`src/rtl/spi_dac_rx_if.sv`:
```
// Signal bundle between an SPI DAC-side master and the spi_dac_rx receiver.
// The master modport drives the SPI pins; the slave modport drives the latched DAC state.
interface spi_dac_rx_if;
    logic       dac_sck;
    logic       dac_cs;
    logic       dac_sdi;
    logic       dac_ld;
    logic [9:0] dac_data;
    logic       dac_update;
    logic       gain_x1;
    logic       shdn_n;
    logic       frame_valid;
    logic       frame_err;
    logic [7:0] frame_count;

    modport master (
        output dac_sck, dac_cs, dac_sdi, dac_ld,
        input  dac_data, dac_update, gain_x1, shdn_n,
               frame_valid, frame_err, frame_count
    );

    modport slave (
        input  dac_sck, dac_cs, dac_sdi, dac_ld,
        output dac_data, dac_update, gain_x1, shdn_n,
               frame_valid, frame_err, frame_count
    );
endinterface

```
`src/rtl/spi_dac_rx.sv`:
```
// Receives 16-bit DAC command words over a slow SPI link, validates each frame and
// transfers the pending word to the DAC outputs on a falling edge of the load strobe.
module spi_dac_rx #(
    parameter int SYNC_STAGES = 2  // legal range 2..3
) (
    input  logic         sysclk,
    input  logic         rst_n,
    spi_dac_rx_if.slave  bus
);

    typedef enum logic [1:0] {
        ST_IDLE,
        ST_SHIFT,
        ST_FULL,
        ST_OVER
    } state_t;

    state_t r_state;
    state_t w_next_state;

    logic [SYNC_STAGES-1:0] r_sck_sync;
    logic [SYNC_STAGES-1:0] r_cs_sync;
    logic [SYNC_STAGES-1:0] r_sdi_sync;
    logic [SYNC_STAGES-1:0] r_ld_sync;

    logic r_sck_prev, r_cs_prev, r_ld_prev;
    logic r_sck_rise, r_cs_rise, r_cs_fall, r_ld_fall;
    logic r_sdi_q;

    logic [4:0]  r_bit_cnt;
    logic [15:0] r_shift;
    logic [9:0]  r_pend_data;
    logic        r_pend_ga;
    logic        r_pend_shdn;
    logic        r_pending;
    logic        r_ld_defer;

    logic [9:0]  r_dac_data;
    logic        r_dac_update;
    logic        r_gain_x1;
    logic        r_shdn_n;
    logic        r_frame_valid;
    logic        r_frame_err;
    logic [7:0]  r_frame_count;

    logic w_sck_s, w_cs_s, w_sdi_s, w_ld_s;
    logic w_frame_end, w_accept, w_reject, w_load;

    assign w_sck_s = r_sck_sync[SYNC_STAGES-1];
    assign w_cs_s  = r_cs_sync[SYNC_STAGES-1];
    assign w_sdi_s = r_sdi_sync[SYNC_STAGES-1];
    assign w_ld_s  = r_ld_sync[SYNC_STAGES-1];

    // Edge strobes are registered, so every event reaches the FSM one cycle after
    // it appears at the end of the synchroniser; sdi is delayed alongside sck.
    always_ff @(posedge sysclk) begin
        if (!rst_n) begin
            r_sck_sync <= '0;
            r_cs_sync  <= '0;
            r_sdi_sync <= '0;
            r_ld_sync  <= '0;
            r_sck_prev <= 1'b0;
            r_cs_prev  <= 1'b0;
            r_ld_prev  <= 1'b0;
            r_sck_rise <= 1'b0;
            r_cs_rise  <= 1'b0;
            r_cs_fall  <= 1'b0;
            r_ld_fall  <= 1'b0;
            r_sdi_q    <= 1'b0;
        end else begin
            // NOTE: non-blocking assignments make every stage take the previous value,
            // which is what turns these lines into a shift chain rather than a wire.
            r_sck_sync <= {r_sck_sync[SYNC_STAGES-2:0], bus.dac_sck};
            r_cs_sync  <= {r_cs_sync[SYNC_STAGES-2:0],  bus.dac_cs};
            r_sdi_sync <= {r_sdi_sync[SYNC_STAGES-2:0], bus.dac_sdi};
            r_ld_sync  <= {r_ld_sync[SYNC_STAGES-2:0],  bus.dac_ld};
            r_sck_prev <= w_sck_s;
            r_cs_prev  <= w_cs_s;
            r_ld_prev  <= w_ld_s;
            r_sck_rise <= w_sck_s & ~r_sck_prev;
            r_cs_rise  <= w_cs_s & ~r_cs_prev;
            r_cs_fall  <= ~w_cs_s & r_cs_prev;
            r_ld_fall  <= ~w_ld_s & r_ld_prev;
            r_sdi_q    <= w_sdi_s;
        end
    end

    always_ff @(posedge sysclk) begin
        if (!rst_n) begin
            r_state <= ST_IDLE;
        end else begin
            r_state <= w_next_state;
        end
    end

    always_comb begin
        // NOTE: default first so every path assigns the next state and no latch is inferred.
        w_next_state = r_state;
        if (r_cs_rise) begin
            w_next_state = ST_IDLE;
        end else begin
            case (r_state)
                ST_IDLE:  if (r_cs_fall) w_next_state = ST_SHIFT;
                ST_SHIFT: if (r_sck_rise && r_bit_cnt == 5'd15) w_next_state = ST_FULL;
                ST_FULL:  if (r_sck_rise) w_next_state = ST_OVER;
                ST_OVER:  w_next_state = ST_OVER;
                default:  w_next_state = ST_IDLE;
            endcase
        end
    end

    // Only a full 16-bit word for channel A is accepted; any other terminated frame is an error.
    assign w_frame_end = r_cs_rise && (r_state != ST_IDLE);
    assign w_accept    = r_cs_rise && (r_state == ST_FULL) && !r_shift[15];
    assign w_reject    = w_frame_end && !w_accept;
    assign w_load      = r_pending && (r_state == ST_IDLE) && (r_ld_fall || r_ld_defer);

    always_ff @(posedge sysclk) begin
        if (!rst_n) begin
            // NOTE: the shift and pending registers are plain flops, not a memory, so
            // clearing them in reset is cheap and guarantees no stale word survives.
            r_bit_cnt     <= '0;
            r_shift       <= '0;
            r_pend_data   <= '0;
            r_pend_ga     <= 1'b0;
            r_pend_shdn   <= 1'b0;
            r_pending     <= 1'b0;
            r_ld_defer    <= 1'b0;
            r_dac_data    <= '0;
            r_dac_update  <= 1'b0;
            r_gain_x1     <= 1'b1;
            r_shdn_n      <= 1'b0;
            r_frame_valid <= 1'b0;
            r_frame_err   <= 1'b0;
            r_frame_count <= '0;
        end else begin
            r_frame_valid <= w_accept;
            r_frame_err   <= w_reject;
            r_dac_update  <= w_load;
            // A load strobe coinciding with the end of a frame is retried next cycle.
            r_ld_defer    <= r_ld_fall && w_frame_end;

            if (!r_cs_rise) begin
                if (r_state == ST_IDLE && r_cs_fall) begin
                    r_bit_cnt <= '0;
                end else if (r_state == ST_SHIFT && r_sck_rise) begin
                    r_shift   <= {r_shift[14:0], r_sdi_q};
                    r_bit_cnt <= r_bit_cnt + 5'd1;
                end
            end

            if (w_accept) begin
                r_pend_data   <= r_shift[11:2];
                r_pend_ga     <= r_shift[13];
                r_pend_shdn   <= r_shift[12];
                r_pending     <= 1'b1;
                r_frame_count <= r_frame_count + 8'd1;
            end else if (w_load) begin
                r_dac_data <= r_pend_data;
                r_gain_x1  <= r_pend_ga;
                r_shdn_n   <= r_pend_shdn;
                r_pending  <= 1'b0;
            end
        end
    end

    assign bus.dac_data    = r_dac_data;
    assign bus.dac_update  = r_dac_update;
    assign bus.gain_x1     = r_gain_x1;
    assign bus.shdn_n      = r_shdn_n;
    assign bus.frame_valid = r_frame_valid;
    assign bus.frame_err   = r_frame_err;
    assign bus.frame_count = r_frame_count;

endmodule

```
`src/flat_wrapper.sv`:
```
// flat-port wrapper written by rule: the top's interface ports become plain ports
module spi_dac_rx_flat 
#(
    parameter int SYNC_STAGES = 2                     
)
  (sysclk, rst_n, bus_dac_sck, bus_dac_cs, bus_dac_sdi, bus_dac_ld, bus_dac_data, bus_dac_update, bus_gain_x1, bus_shdn_n, bus_frame_valid, bus_frame_err, bus_frame_count);
  spi_dac_rx_if bus_i ();
  input  logic sysclk;
  input  logic rst_n;
  input wire logic [$bits(bus_i.dac_sck)-1:0] bus_dac_sck;
  input wire logic [$bits(bus_i.dac_cs)-1:0] bus_dac_cs;
  input wire logic [$bits(bus_i.dac_sdi)-1:0] bus_dac_sdi;
  input wire logic [$bits(bus_i.dac_ld)-1:0] bus_dac_ld;
  output wire logic [$bits(bus_i.dac_data)-1:0] bus_dac_data;
  output wire logic [$bits(bus_i.dac_update)-1:0] bus_dac_update;
  output wire logic [$bits(bus_i.gain_x1)-1:0] bus_gain_x1;
  output wire logic [$bits(bus_i.shdn_n)-1:0] bus_shdn_n;
  output wire logic [$bits(bus_i.frame_valid)-1:0] bus_frame_valid;
  output wire logic [$bits(bus_i.frame_err)-1:0] bus_frame_err;
  output wire logic [$bits(bus_i.frame_count)-1:0] bus_frame_count;
  assign bus_i.dac_sck = bus_dac_sck;
  assign bus_i.dac_cs = bus_dac_cs;
  assign bus_i.dac_sdi = bus_dac_sdi;
  assign bus_i.dac_ld = bus_dac_ld;
  assign bus_dac_data = bus_i.dac_data;
  assign bus_dac_update = bus_i.dac_update;
  assign bus_gain_x1 = bus_i.gain_x1;
  assign bus_shdn_n = bus_i.shdn_n;
  assign bus_frame_valid = bus_i.frame_valid;
  assign bus_frame_err = bus_i.frame_err;
  assign bus_frame_count = bus_i.frame_count;
  spi_dac_rx #(.SYNC_STAGES(SYNC_STAGES)) u_core (.sysclk(sysclk), .rst_n(rst_n), .bus(bus_i));
endmodule
```
`config.mk`:
```
export PLATFORM = sky130hd
export DESIGN_NAME = spi_dac_rx_flat
export DESIGN_NICKNAME = d
export VERILOG_FILES = /design/src/rtl/spi_dac_rx_if.sv /design/src/rtl/spi_dac_rx.sv /design/src/flat_wrapper.sv
export SDC_FILE = /design/constraint.sdc
export NUM_CORES = 1
export LEC_CHECK = 0
export ABC_CLOCK_PERIOD_IN_PS = 2400
export CORE_MARGIN = 8
export CORE_UTILIZATION = 35
export DETAILED_ROUTE_END_ITERATION = 10
export GPL_TIMING_DRIVEN = 0
export PLACE_DENSITY = 0.64
export SLEW_MARGIN = 30
export SYNTH_ARGS = -nofsm -noshare
export SYNTH_HDL_FRONTEND = slang
export SYNTH_SLANG_ARGS = --single-unit
```
`constraint.sdc`:
```
create_clock -name sysclk -period 2.4 [get_ports sysclk]
set_clock_uncertainty 0.1 [all_clocks]
set_input_delay 0.48 -clock sysclk [delete_from_list [all_inputs] [get_ports sysclk]]
set_output_delay 0.48 -clock sysclk [all_outputs]
set_load 0.02 [all_outputs]
```
==> results.rst, run 1 <==
.. list-table::
   :header-rows: 1

   * - Metric
     - Value
   * - H-tree levels
     - 3
   * - Setup repair after global routing missed its margin
     - no
   * - Number of buffer cells added on primary ports
     - 28
   * - Least-Margin Pin Slew
     - 0.509 ns
   * - Number of setup buffers added after CTS
     - 0
   * - Post-CTS Resized
     - 0
   * - Fraction of layout cells with a size suffix above 1
     - 8.15%
   * - Sum of negative setup slack
     - 0 ns
   * - Register area share after synthesis
     - 55.4%
   * - Part of the power in combinational logic
     - 2.0%
   * - PD cells
     - 710 nW/um^2
   * - Worst setup timing slack at the placement stage
     - 0.450 ns
   * - Cell total after placement
     - about 440
   * - Die boundary height
     - 105 um
   * - Post-Synthesis Mean Instance Area
     - a little under 9 um^2
   * - Critical Path RT
     - approximately 1.8 ns
   * - Family with the most delay on the worst path
     - buffers and inverters
   * - Antenna violations before repair
     - 0
   * - Async SR Flop Fraction
     - 0%
   * - Area taken by multi-input logic gates
     - ~1100 um^2
   * - # DRC
     - 0
   * - Delay of the slowest cell on the worst path
     - 0.64 ns
   * - Instance count on the critical path
     - 1
   * - Number of cells traversed by the worst hold path
     - 1
   * - Final #Nets
     - 360
   * - Clock-pin slew on the worst setup and hold paths
     - approximately 0.080 ns
   * - Tot GR Track Use
     - 10.9%
   * - Number of vias in the routed layout
     - 2223
   * - Layout Cells excl Fill
     - roughly 460
   * - Share of the clock period used by the worst path
     - between 80 and 90%
   * - Skew-Pair Late Insertion Delay
     - 0.35 ns
   * - Switching share of power
     - 21.6%
   * - Largest net degree at the start of global routing
     - 15
   * - Via count of the first global-routing pass
     - 2115
   * - Internal power contribution
     - 1.88 mW
   * - Die W
     - 105 um
   * - Number of CTS-inserted buffers
     - 9
   * - Number of top-level pins
     - 29
   * - Type of the worst setup path
     - reg2out
   * - Max frequency
     - 498 MHz
   * - Final GP Congestion
     - 0.759
   * - Placeable core region
     - 7650 um^2
   * - Slew headroom
     - 66.0%
   * - Part of the total power dissipated in the clock network
     - 44.8%
   * - Fill cell instance count of the final layout
     - about 770
   * - Final critical-path setup slack
     - between 0.3 and 0.4 ns
   * - Nature of the critical path startpoint
     - flop
   * - Final-report hold violation count
     - 0
   * - Global-route wire length before repair
     - 9.80 mm
   * - Maximum fanout along the worst path
     - 6
   * - Antenna Nets Post-Route
     - 0
   * - Remaining global-route overflow
     - 0
   * - Hold-fix buffers, CTS
     - 0
   * - Diode insertion count for antenna repair
     - 0
   * - Netlist cell types
     - 37
   * - Sw power
     - a little over 500 uW
   * - Detailed Route Iter0 Violations
     - 204
   * - Flops & latches, synth
     - 76
   * - Clock root cell
     - clkbuf_8
   * - Synthesized area
     - about 2700 um^2
   * - CP Cell Sequence
     - clkdlybuf4s50_1
   * - Power after layout
     - roughly 2.4 mW
   * - Final Slew Violations
     - 0
   * - Worst vdd rail ir drop
     - around 0.25 mV
   * - R2r setup slk
     - around 0.75 ns
   * - Total number of clock tree sinks
     - 76
   * - Leading cell types by total area after synthesis
     - dfxtp_1 55%, a21oi_1 9.1%, nand2_1 8.9%, nand3_1 3.1%, o21ai_0 2.9%
   * - Buf+Inv Stages, Crit Path
     - 1
   * - Status
     - finished, final reports clean
   * - Minimum period implied by the final worst setup slack
     - 2.01 ns
   * - Share of the synthesized area in the top cell type
     - between 50% and 60%
   * - Post-synth net total
     - between 300 and 400
   * - Setup-failing EPs final
     - 0
   * - Path type of the worst min-delay path
     - reg2reg
   * - Sequential share of power
     - between 50% and 60%
   * - Reg2Reg Depth
     - 6
   * - Element type at the critical path end
     - primary output
   * - Area of the die
     - around 11000 um^2
   * - Gate count after technology mapping
     - 312
   * - Detailed-routing iteration count for the pre-antenna-repair pass
     - 4
   * - Clock tree from TritonCTS
     - done
   * - Storage cell area
     - 1520 um^2
   * - Max-cap violation count
     - 0
   * - Max stage delay cell, worst path
     - clkdlybuf4s50_1
   * - Final wirelength
     - 5.72 mm
   * - Leakage power total
     - 1.12 nW
   * - HPWL after DPL
     - approximately 3.9 mm
   * - Wire length per cell after detailed routing
     - 12.5 um
   * - Ys Warns
     - 0
   * - Vias per cell
     - 4.85
   * - Cell type with the largest total area after synthesis
     - dfxtp_1
   * - Floorplan row count
     - 32
   * - Maximum buffer depth of the clock tree
     - 2
   * - Top_reg_cell synth
     - dfxtp_1
   * - Number of flops mapped to enable cells by yosys
     - 0
   * - Synthesis-to-layout area growth
     - 22.9%
   * - Initial Utilization
     - 35.9%
   * - Signal arrival time at the worst endpoint
     - approximately 1.4 ns
-- routing by layer --
metal / vias up / share of wire (%) / global-route usage, %
met2: 41 / 42 / 14.9
li1: 1144 / - / -
met3: 11 / 5.5 / 3.87
met1: 1027 / 51 / 14.3
met4: 0 / 2.0 / 6.83
met5: - / 0 / 0
-- layout by cell type (no fill, tap or decap), types with 2 or more instances in the layout --
| cell type | synthesis | layout |
|---|---|---|
| a21oi_1 | 50 | 50 |
| a311oi_1 | 2 | 2 |
| and2_1 | 12 | 12 |
| and4bb_2 | 2 | 2 |
| buf_2 | 6 | 6 |
| buf_4 | 3 | 3 |
| bufinv_16 | 0 | 2 |
| clkbuf_1 | 13 | 13 |
| clkbuf_8 | 0 | 9 |
| clkdlybuf4s50_1 | 0 | 28 |
| clkinvlp_4 | 0 | 2 |
| dfxtp_1 | 76 | 76 |
| ha_1 | 3 | 3 |
| inv_1 | 3 | 3 |
| inv_6 | 0 | 2 |
| mux2i_1 | 2 | 2 |
| nand2_1 | 65 | 65 |
| nand2b_1 | 5 | 5 |
| nand3_1 | 17 | 17 |
| nand4bb_1 | 2 | 2 |
| nor2_1 | 8 | 8 |
| nor2b_1 | 2 | 2 |
| nor3_1 | 2 | 2 |
| nor3b_1 | 2 | 2 |
| o21ai_0 | 16 | 16 |
| o31ai_1 | 3 | 3 |
| or3_1 | 3 | 3 |
-- kinds of logic after synthesis --
| kind of cell | share of synthesized area, % |
|---|---|
| compound gates | 15.9 |
| xor+xnor | 0.319 |
| fa+ha+maj | 1.37 |
| buf+inv | 4.24 |
| flops | 55.4 |
| mux | 0.729 |
| simple gates | 22.0 |
-- power groups by stage --
| stage | sequential, mW | combinational, mW | clock (mW) |
|---|---|---|---|
| 3_3_place_gp | 1.30 | 0.0488 | 0 |
| 3_5_place_dp | 1.30 | 0.0492 | 0 |
| 6_report | 1.27 | 0.0485 | 1.07 |
| 5_1_grt | 1.27 | 0.0550 | 1.18 |
| 2_1_floorplan | 1.30 | 0.0290 | 0 |
| 4_1_cts | 1.27 | 0.0495 | 1.10 |
-- cells in the mapped netlist (2+ instances only) --
master and n:
buf_2 6, clkbuf_1 13, or3_1 3, nor2_1 8, mux2i_1 2, nand4bb_1 2, nor3_1 2, inv_1 3
ha_1 3, dfxtp_1 76, nor2b_1 2, buf_4 3, nand2_1 65, o21ai_0 16, a21oi_1 50, and4bb_2 2
and2_1 12, a311oi_1 2, nor3b_1 2, nand3_1 17, nand2b_1 5, o31ai_1 3
-- path summary, 6_finish.rpt --
kind / startpoint / end
max: u_core.bus.frame_count[3] / bus_frame_count[3]
min: u_core.r_sck_prev / u_core.r_sck_rise
max reg2reg: u_core.r_cs_rise / u_core.bus.frame_count[4]
min reg2reg: u_core.r_sck_prev / u_core.r_sck_rise
-- stage by stage --
| step | instance area, um^2 | hold slack (ns) | util (%) |
|---|---|---|---|
| 3_3_place_gp | 3150 | 0.274 | 41.2 |
| 5_1_grt | 3370 | 0.312 | 44.1 |
| 3_5_place_dp | 3150 | 0.278 | 41.2 |
| 4_1_cts | 3370 | 0.288 | 44.1 |
| 6_report | 3370 | 0.283 | 44.1 |
| 2_1_floorplan | 2750 | 0.267 | - |
-- registers in the layout, indices dropped and copies added, names as in the netlist, 2 cells and up --
signal,cells
u_core.bus.dac_data,10
u_core.bus.frame_count,8
u_core.r_bit_cnt,5
u_core.r_cs_sync,2
u_core.r_ld_sync,2
u_core.r_pend_data,10
u_core.r_sck_sync,2
u_core.r_sdi_sync,2
u_core.r_shift,16
u_core.r_state,2
-- area by class of cell --
class	instances	area share [%]
clock inverter	7	2.89
clock buffer	9	3.67
sequential	76	45.1
tap	102	3.78
multi-input combinational	210	32.8
inverter	4	0.445
timing repair buffer	28	8.31
buffer	22	3.00
-- worst reg2reg max path, cell delays in order (launching register included) --
cell	delay (ns)
dfxtp_1	0.30
buf_4	0.15
nand4bb_1	0.10
buf_2	0.20
clkbuf_1	0.39
o21ai_0	0.18
a21oi_1	0.15
Power figures use the tool's default switching activity.
==> inputs of run 2 (changes only) <==
Settings changed: ABC_CLOCK_PERIOD_IN_PS 2400 to 2000.
Clock period 2.4 ns to 2 ns, I/O delays scaled along.
==> results of run 2 <==
The final DEF is identical to that of run 1. Status: finished, final reports clean.
Main changes from that run: setup slack after placement 0.450 ns -> 0.130 ns; setup slack after layout 0.393 ns -> 0.0732 ns; register-to-register setup slack 0.75 ns -> 0.35 ns; total power 2.40 mW -> 2.87 mW; worst IR drop on VDD 0.253 mV -> 0.303 mV
